--- config.mk ---
export PLATFORM = sky130hd
export DESIGN_NAME = cell_draw_sequencer
export DESIGN_NICKNAME = d
export VERILOG_FILES = /design/src/rtl/cell_draw_sequencer.sv
export SDC_FILE = /design/constraint.sdc
export NUM_CORES = 1
export LEC_CHECK = 0
export CORE_ASPECT_RATIO = 0.75
export CORE_MARGIN = 1
export CORE_UTILIZATION = 40
export CTS_CLUSTER_SIZE = 12
export DETAILED_ROUTE_END_ITERATION = 10
export HOLD_SLACK_MARGIN = 0.12
export PLACE_DENSITY_LB_ADDON = 0.2
export SLEW_MARGIN = 25
export SYNTH_ARGS = -nofsm -noshare
export SYNTH_HDL_FRONTEND = slang
export SYNTH_SLANG_ARGS = --single-unit
--- constraint.sdc ---
create_clock -name clk -period 5.3 [get_ports clk]
set_input_delay 0.795 -clock clk [delete_from_list [all_inputs] [get_ports clk]]
set_output_delay 0.795 -clock clk [all_outputs]
set_load 0.1 [all_outputs]
--- src/rtl/cell_draw_sequencer.sv ---
// Turns a changed grid cell (x, y, obj_code) into the LCD byte stream:
// column/page address set, memory write, then CELL_PX*CELL_PX RGB565 pixels.
//
// state | meaning
// IDLE  | waiting for a start pulse from the scanner
// HDR   | sending the 11 address/command header bytes
// PIX   | sending pixel bytes, hi then lo per pixel
// DONE  | one-cycle cmd_done pulse, then back to IDLE
module cell_draw_sequencer #(
  parameter int CELL_PX = 20,
  parameter int GRID_H  = 12
) (
  input  logic       clk,
  input  logic       rst,
  input  logic       start,
  input  logic [3:0] x,
  input  logic [3:0] y,
  input  logic [2:0] obj_code,
  input  logic       out_ready,
  output logic       out_valid,
  output logic [7:0] out_data,
  output logic       out_dcx,
  output logic       busy,
  output logic       cmd_done
);

  localparam int NPIX = CELL_PX * CELL_PX;
  localparam int PW   = $clog2(NPIX);

  typedef enum logic [1:0] {IDLE, HDR, PIX, DONE} state_t;

  state_t        state;
  logic [3:0]    x_lat;
  logic [3:0]    y_lat;
  logic [15:0]   color;
  logic [3:0]    hdr_idx;
  logic [PW-1:0] pix_cnt;
  logic          phase_lo;

  logic [15:0] x0, x1, y0, y1;
  logic [8:0]  nxt_hdr;

  assign x0 = 16'(x_lat) * 16'(CELL_PX);
  assign x1 = x0 + 16'(CELL_PX - 1);
  assign y0 = 16'(y_lat) * 16'(CELL_PX);
  assign y1 = y0 + 16'(CELL_PX - 1);

  function automatic logic [15:0] code_color(input logic [2:0] c);
    case (c)
      3'd0:    return 16'h0000;
      3'd1:    return 16'h07E0;
      3'd2:    return 16'h03E0;
      3'd3:    return 16'hF800;
      3'd4:    return 16'hFFFF;
      default: return 16'hF81F;
    endcase
  endfunction

  // {dcx, data} of the header byte that follows the one currently presented
  always_comb begin
    nxt_hdr = {1'b0, 8'h2A};
    case (hdr_idx + 4'd1)
      4'd1:    nxt_hdr = {1'b1, x0[15:8]};
      4'd2:    nxt_hdr = {1'b1, x0[7:0]};
      4'd3:    nxt_hdr = {1'b1, x1[15:8]};
      4'd4:    nxt_hdr = {1'b1, x1[7:0]};
      4'd5:    nxt_hdr = {1'b0, 8'h2B};
      4'd6:    nxt_hdr = {1'b1, y0[15:8]};
      4'd7:    nxt_hdr = {1'b1, y0[7:0]};
      4'd8:    nxt_hdr = {1'b1, y1[15:8]};
      4'd9:    nxt_hdr = {1'b1, y1[7:0]};
      4'd10:   nxt_hdr = {1'b0, 8'h2C};
      default: nxt_hdr = {1'b0, 8'h2A};
    endcase
  end

  always_ff @(posedge clk or posedge rst) begin
    if (rst) begin
      state     <= IDLE;
      x_lat     <= '0;
      y_lat     <= '0;
      color     <= '0;
      hdr_idx   <= '0;
      pix_cnt   <= '0;
      phase_lo  <= 1'b0;
      out_valid <= 1'b0;
      out_data  <= 8'h00;
      out_dcx   <= 1'b0;
      busy      <= 1'b0;
      cmd_done  <= 1'b0;
    end else begin
      case (state)
        IDLE: begin
          if (start) begin
            x_lat    <= x;
            y_lat    <= y;
            color    <= code_color(obj_code);
            hdr_idx  <= '0;
            pix_cnt  <= '0;
            phase_lo <= 1'b0;
            busy     <= 1'b1;
            if (int'(y) >= GRID_H) begin
              state    <= DONE;
              cmd_done <= 1'b1;
            end else begin
              state     <= HDR;
              out_valid <= 1'b1;
              out_data  <= 8'h2A;
              out_dcx   <= 1'b0;
            end
          end
        end
        HDR: begin
          if (out_ready) begin
            if (hdr_idx == 4'd10) begin
              state    <= PIX;
              phase_lo <= 1'b0;
              out_data <= color[15:8];
              out_dcx  <= 1'b1;
            end else begin
              hdr_idx              <= hdr_idx + 4'd1;
              {out_dcx, out_data}  <= nxt_hdr;
            end
          end
        end
        PIX: begin
          if (out_ready) begin
            if (!phase_lo) begin
              phase_lo <= 1'b1;
              out_data <= color[7:0];
            end else if (pix_cnt == PW'(NPIX - 1)) begin
              state     <= DONE;
              out_valid <= 1'b0;
              out_data  <= 8'h00;
              out_dcx   <= 1'b0;
              cmd_done  <= 1'b1;
            end else begin
              pix_cnt  <= pix_cnt + 1'b1;
              phase_lo <= 1'b0;
              out_data <= color[15:8];
            end
          end
        end
        DONE: begin
          state    <= IDLE;
          cmd_done <= 1'b0;
          busy     <= 1'b0;
          hdr_idx  <= '0;
          pix_cnt  <= '0;
          phase_lo <= 1'b0;
        end
        default: state <= IDLE;
      endcase
    end
  end

endmodule

==> impl_metrics.tcl <==
set metrics [dict create \
    status "finished clean" \
    comb_power_share_pct 63.6 \
    final_core_util_pct 48.8 \
    leakagePower_uw 0.00141 \
    syn_area_per_cell_sq_um 8.88 \
    die_w_microns 101 \
    portBuffers 26 \
    maxSlewHeadroom_pct 34.3 \
    rsz0062_at_grt "no" \
    drive_above_1_share_pct 7.89 \
    syn2layout_area_growth_pct 14.9 \
    ys_seq_area_share_pct 33.9 \
    layout_min_cycle_time_ps 2700 \
    total_power_uw 2180 \
    crit_family "compound AO/OA/AOI/OAI gates" \
    instances_no_fill 453 \
    clkTransAtPathRegs_ps 80 \
    crit_buf_inv 1 \
    first_pass_iters 5 \
    crit_path_top_delay_cell "dfrtp_1" \
    synth_edf_count 0 \
    path_cells "inv_1 > ha_1 > o21bai_1 > nand4_2 > nor4_1 > o211ai_1 > a221oi_1 > a21oi_1" \
    grt_pass1_vias 2394 \
    grt_pass1_wl_microns 12600 \
    fp-row-count 26 \
    required_ps 5470 \
    multi_input_area_sq_um 1850 \
    startpoint_type "flop" \
    netlist.area_leader.share_pct 33.9 \
    clk_latency_ps 300 \
    synth_common_cells "nand2_1 (41), dfrtp_1 (40), o21ai_0 (35)" \
    postRouteWirelength_microns 7450 \
    timing.final.crit_share_pct 51.0 \
    critPathCaptureType "flop" \
    start_util_pct 42.5 \
    p_sw_uw 1130 \
    cp_slowest_stage_delay_ps 460 \
    clock-root-buffer "clkbuf_8" \
    finalSetupViolCount 0 \
    holdWs_ps 482 \
    insertedDiodeCount 0 \
    async_flop_share_pct 100 \
    ctsResizeCount 0 \
    dp.cells 445 \
    syn_area_sq_um 2960 \
    grt_max_degree 41 \
    grt.overflow.total 0 \
    path_class "reg -> reg" \
    finalClockSkew_ps 9.31 \
    hold_class "reg -> reg" \
    ir_drop_v 0.000410 \
    swShare_pct 51.7 \
    max_freq_mhz 370 \
    antenna_found_initial 0 \
    cts_made_buffers 5 \
    gp_congestion 0.898 \
    cts.sinks 40 \
    fill_cells 685 \
    grtUsageTotal_pct 21.1 \
    core_sq_um 6960 \
    yosysTopAreaCell "dfrtp_1" \
    yosysWarnings 0 \
    synth_fp_nets 371 \
    tightest_slew_ps 983 \
    synth_most_common_cell "nand2_1" \
    p_int_uw 1050 \
    synth_area_leaders "dfrtp_1 (34%), ha_1 (8.9%), o21ai_0 (5.9%), nand2_1 (5.2%), mux2_2 (3.8%)" \
    cts_tree "done" \
    wl_per_cell_microns 16.4 \
    die_y_microns 76.5 \
    cts_buffer_depth 2 \
    vias 2569 \
    cts_setup_buffers 0 \
    crit_path_max_fanout 23 \
    synth_cell_types 59 \
    drt_iter0_drc 335 \
    num_io_pins 27 \
    drc 0 \
    dieArea_sq_um 7740 \
    pwr-share-clk_pct 11.8 \
    ant_nets 0 \
    nets 392 \
    setup_tns_ps 0 \
    hold_viol_final 0 \
    regArea_sq_um 1000 \
    maxCapViolations 0 \
    cts_max_level 2 \
    via_per_inst 5.67 \
    synth-main-ff-cell "dfrtp_1" \
    syn_inst 333 \
    critPathArrivalTime_ps 2870 \
    powerDensity_nw_per_um2 641 \
    synth_seq_cells 40 \
    seqPwrFrac_pct 24.6 \
    maxSlewViolCount 0 \
    hpwl_microns 5580 \
    cts_hold_buf 0 \
]
-- metal layers --
| layer | GRT usage [%] | part of all wire (%) | vias up | routed length (microns) |
|---|---|---|---|---|
| met2 | 28.3 | 39 | 105 | 2890 |
| met1 | 33.8 | 52 | 1190 | 3870 |
| met5 | 0 | 0 | - | 0 |
| li1 | - | - | 1264 | - |
| met4 | 5.22 | 1.4 | 0 | 106 |
| met3 | 3.76 | 7.7 | 10 | 572 |
-- path summary, 6_finish.rpt --
path,start,slack (ps),endpoint,cells after the start
worst max-delay path,state[0]$_DFFE_PP0P_,2600,out_data[3]$_DFFE_PP0P_,8
worst min-delay path,pix_cnt[8]$_DFFE_PP0P_,480,pix_cnt[8]$_DFFE_PP0P_,1
worst max register to register,state[0]$_DFFE_PP0P_,2600,out_data[3]$_DFFE_PP0P_,8
worst min register to register,pix_cnt[8]$_DFFE_PP0P_,480,pix_cnt[8]$_DFFE_PP0P_,1
max in group asynchronous,rst,4020,x_lat[3]$_DFFE_PP0P_,3
min in group asynchronous,rst,900,color[4]$_DFFE_PP0P_,3
-- placed cells by master, fill, tap and decap left out, types with 5 or more instances in the layout --
cell             synthesis  routed
a21oi_1                 12      12
and2_1                   6       6
clkbuf_8                 0       5
clkdlybuf4s50_1          0      26
dfrtp_1                 40      40
ha_1                    21      21
inv_1                   12      12
mux2_2                  10      10
nand2_1                 41      41
nand2b_1                 7       7
nand3_1                 21      21
nor2_1                  11      11
nor2b_1                  8       8
o21ai_0                 35      35
o31ai_1                 13      13
xnor2_1                  9       9
xor2_1                   6       6
-- metrics by stage --
step	setup WS (ps)	instance area, sq um
floorplan	3070	2960
global placement	2450	3290
detailed placement	2320	3290
CTS	2610	3400
global route	2360	3400
finish	2600	3400
-- registers in the layout, indices dropped and copies added (netlist names) --
register,cells
out_data,8
color,4
state,2
out_valid,1
hdr_idx,4
y_lat,4
x_lat,4
phase_lo,1
pix_cnt,9
out_dcx,1
cmd_done,1
busy,1
-- cells by family after synthesis --
family	after synthesis	synth area share, %
AO/OA/AOI/OAI	100	23.5
XOR/XNOR	15	4.44
adder cells (fa/ha/maj)	23	10.2
buffers and inverters	25	3.43
flip-flops	40	33.9
multiplexers	10	3.81
AND/OR/NAND/NOR	120	20.7
-- power by group through the flow --
stage | clock network (uW) | registers (uW) | logic [uW]
6_report | 257 | 535 | 1390
3_3_place_gp | 0 | 540 | 1360
4_1_cts | 263 | 537 | 1380
5_1_grt | 277 | 556 | 1520
3_5_place_dp | 0 | 542 | 1370
2_1_floorplan | 0 | 792 | 800
-- layout make-up --
cell class              count  share of cell area (%)
well taps                  98                    3.61
inverters                  12                    1.33
repair buffers             27                    7.88
multi-input cells         268                    54.6
flip-flops and latches     40                    29.5
clock inverters             2                    1.03
clock buffers               6                    2.14
No activity file was read; power rests on OpenSTA's default activity.
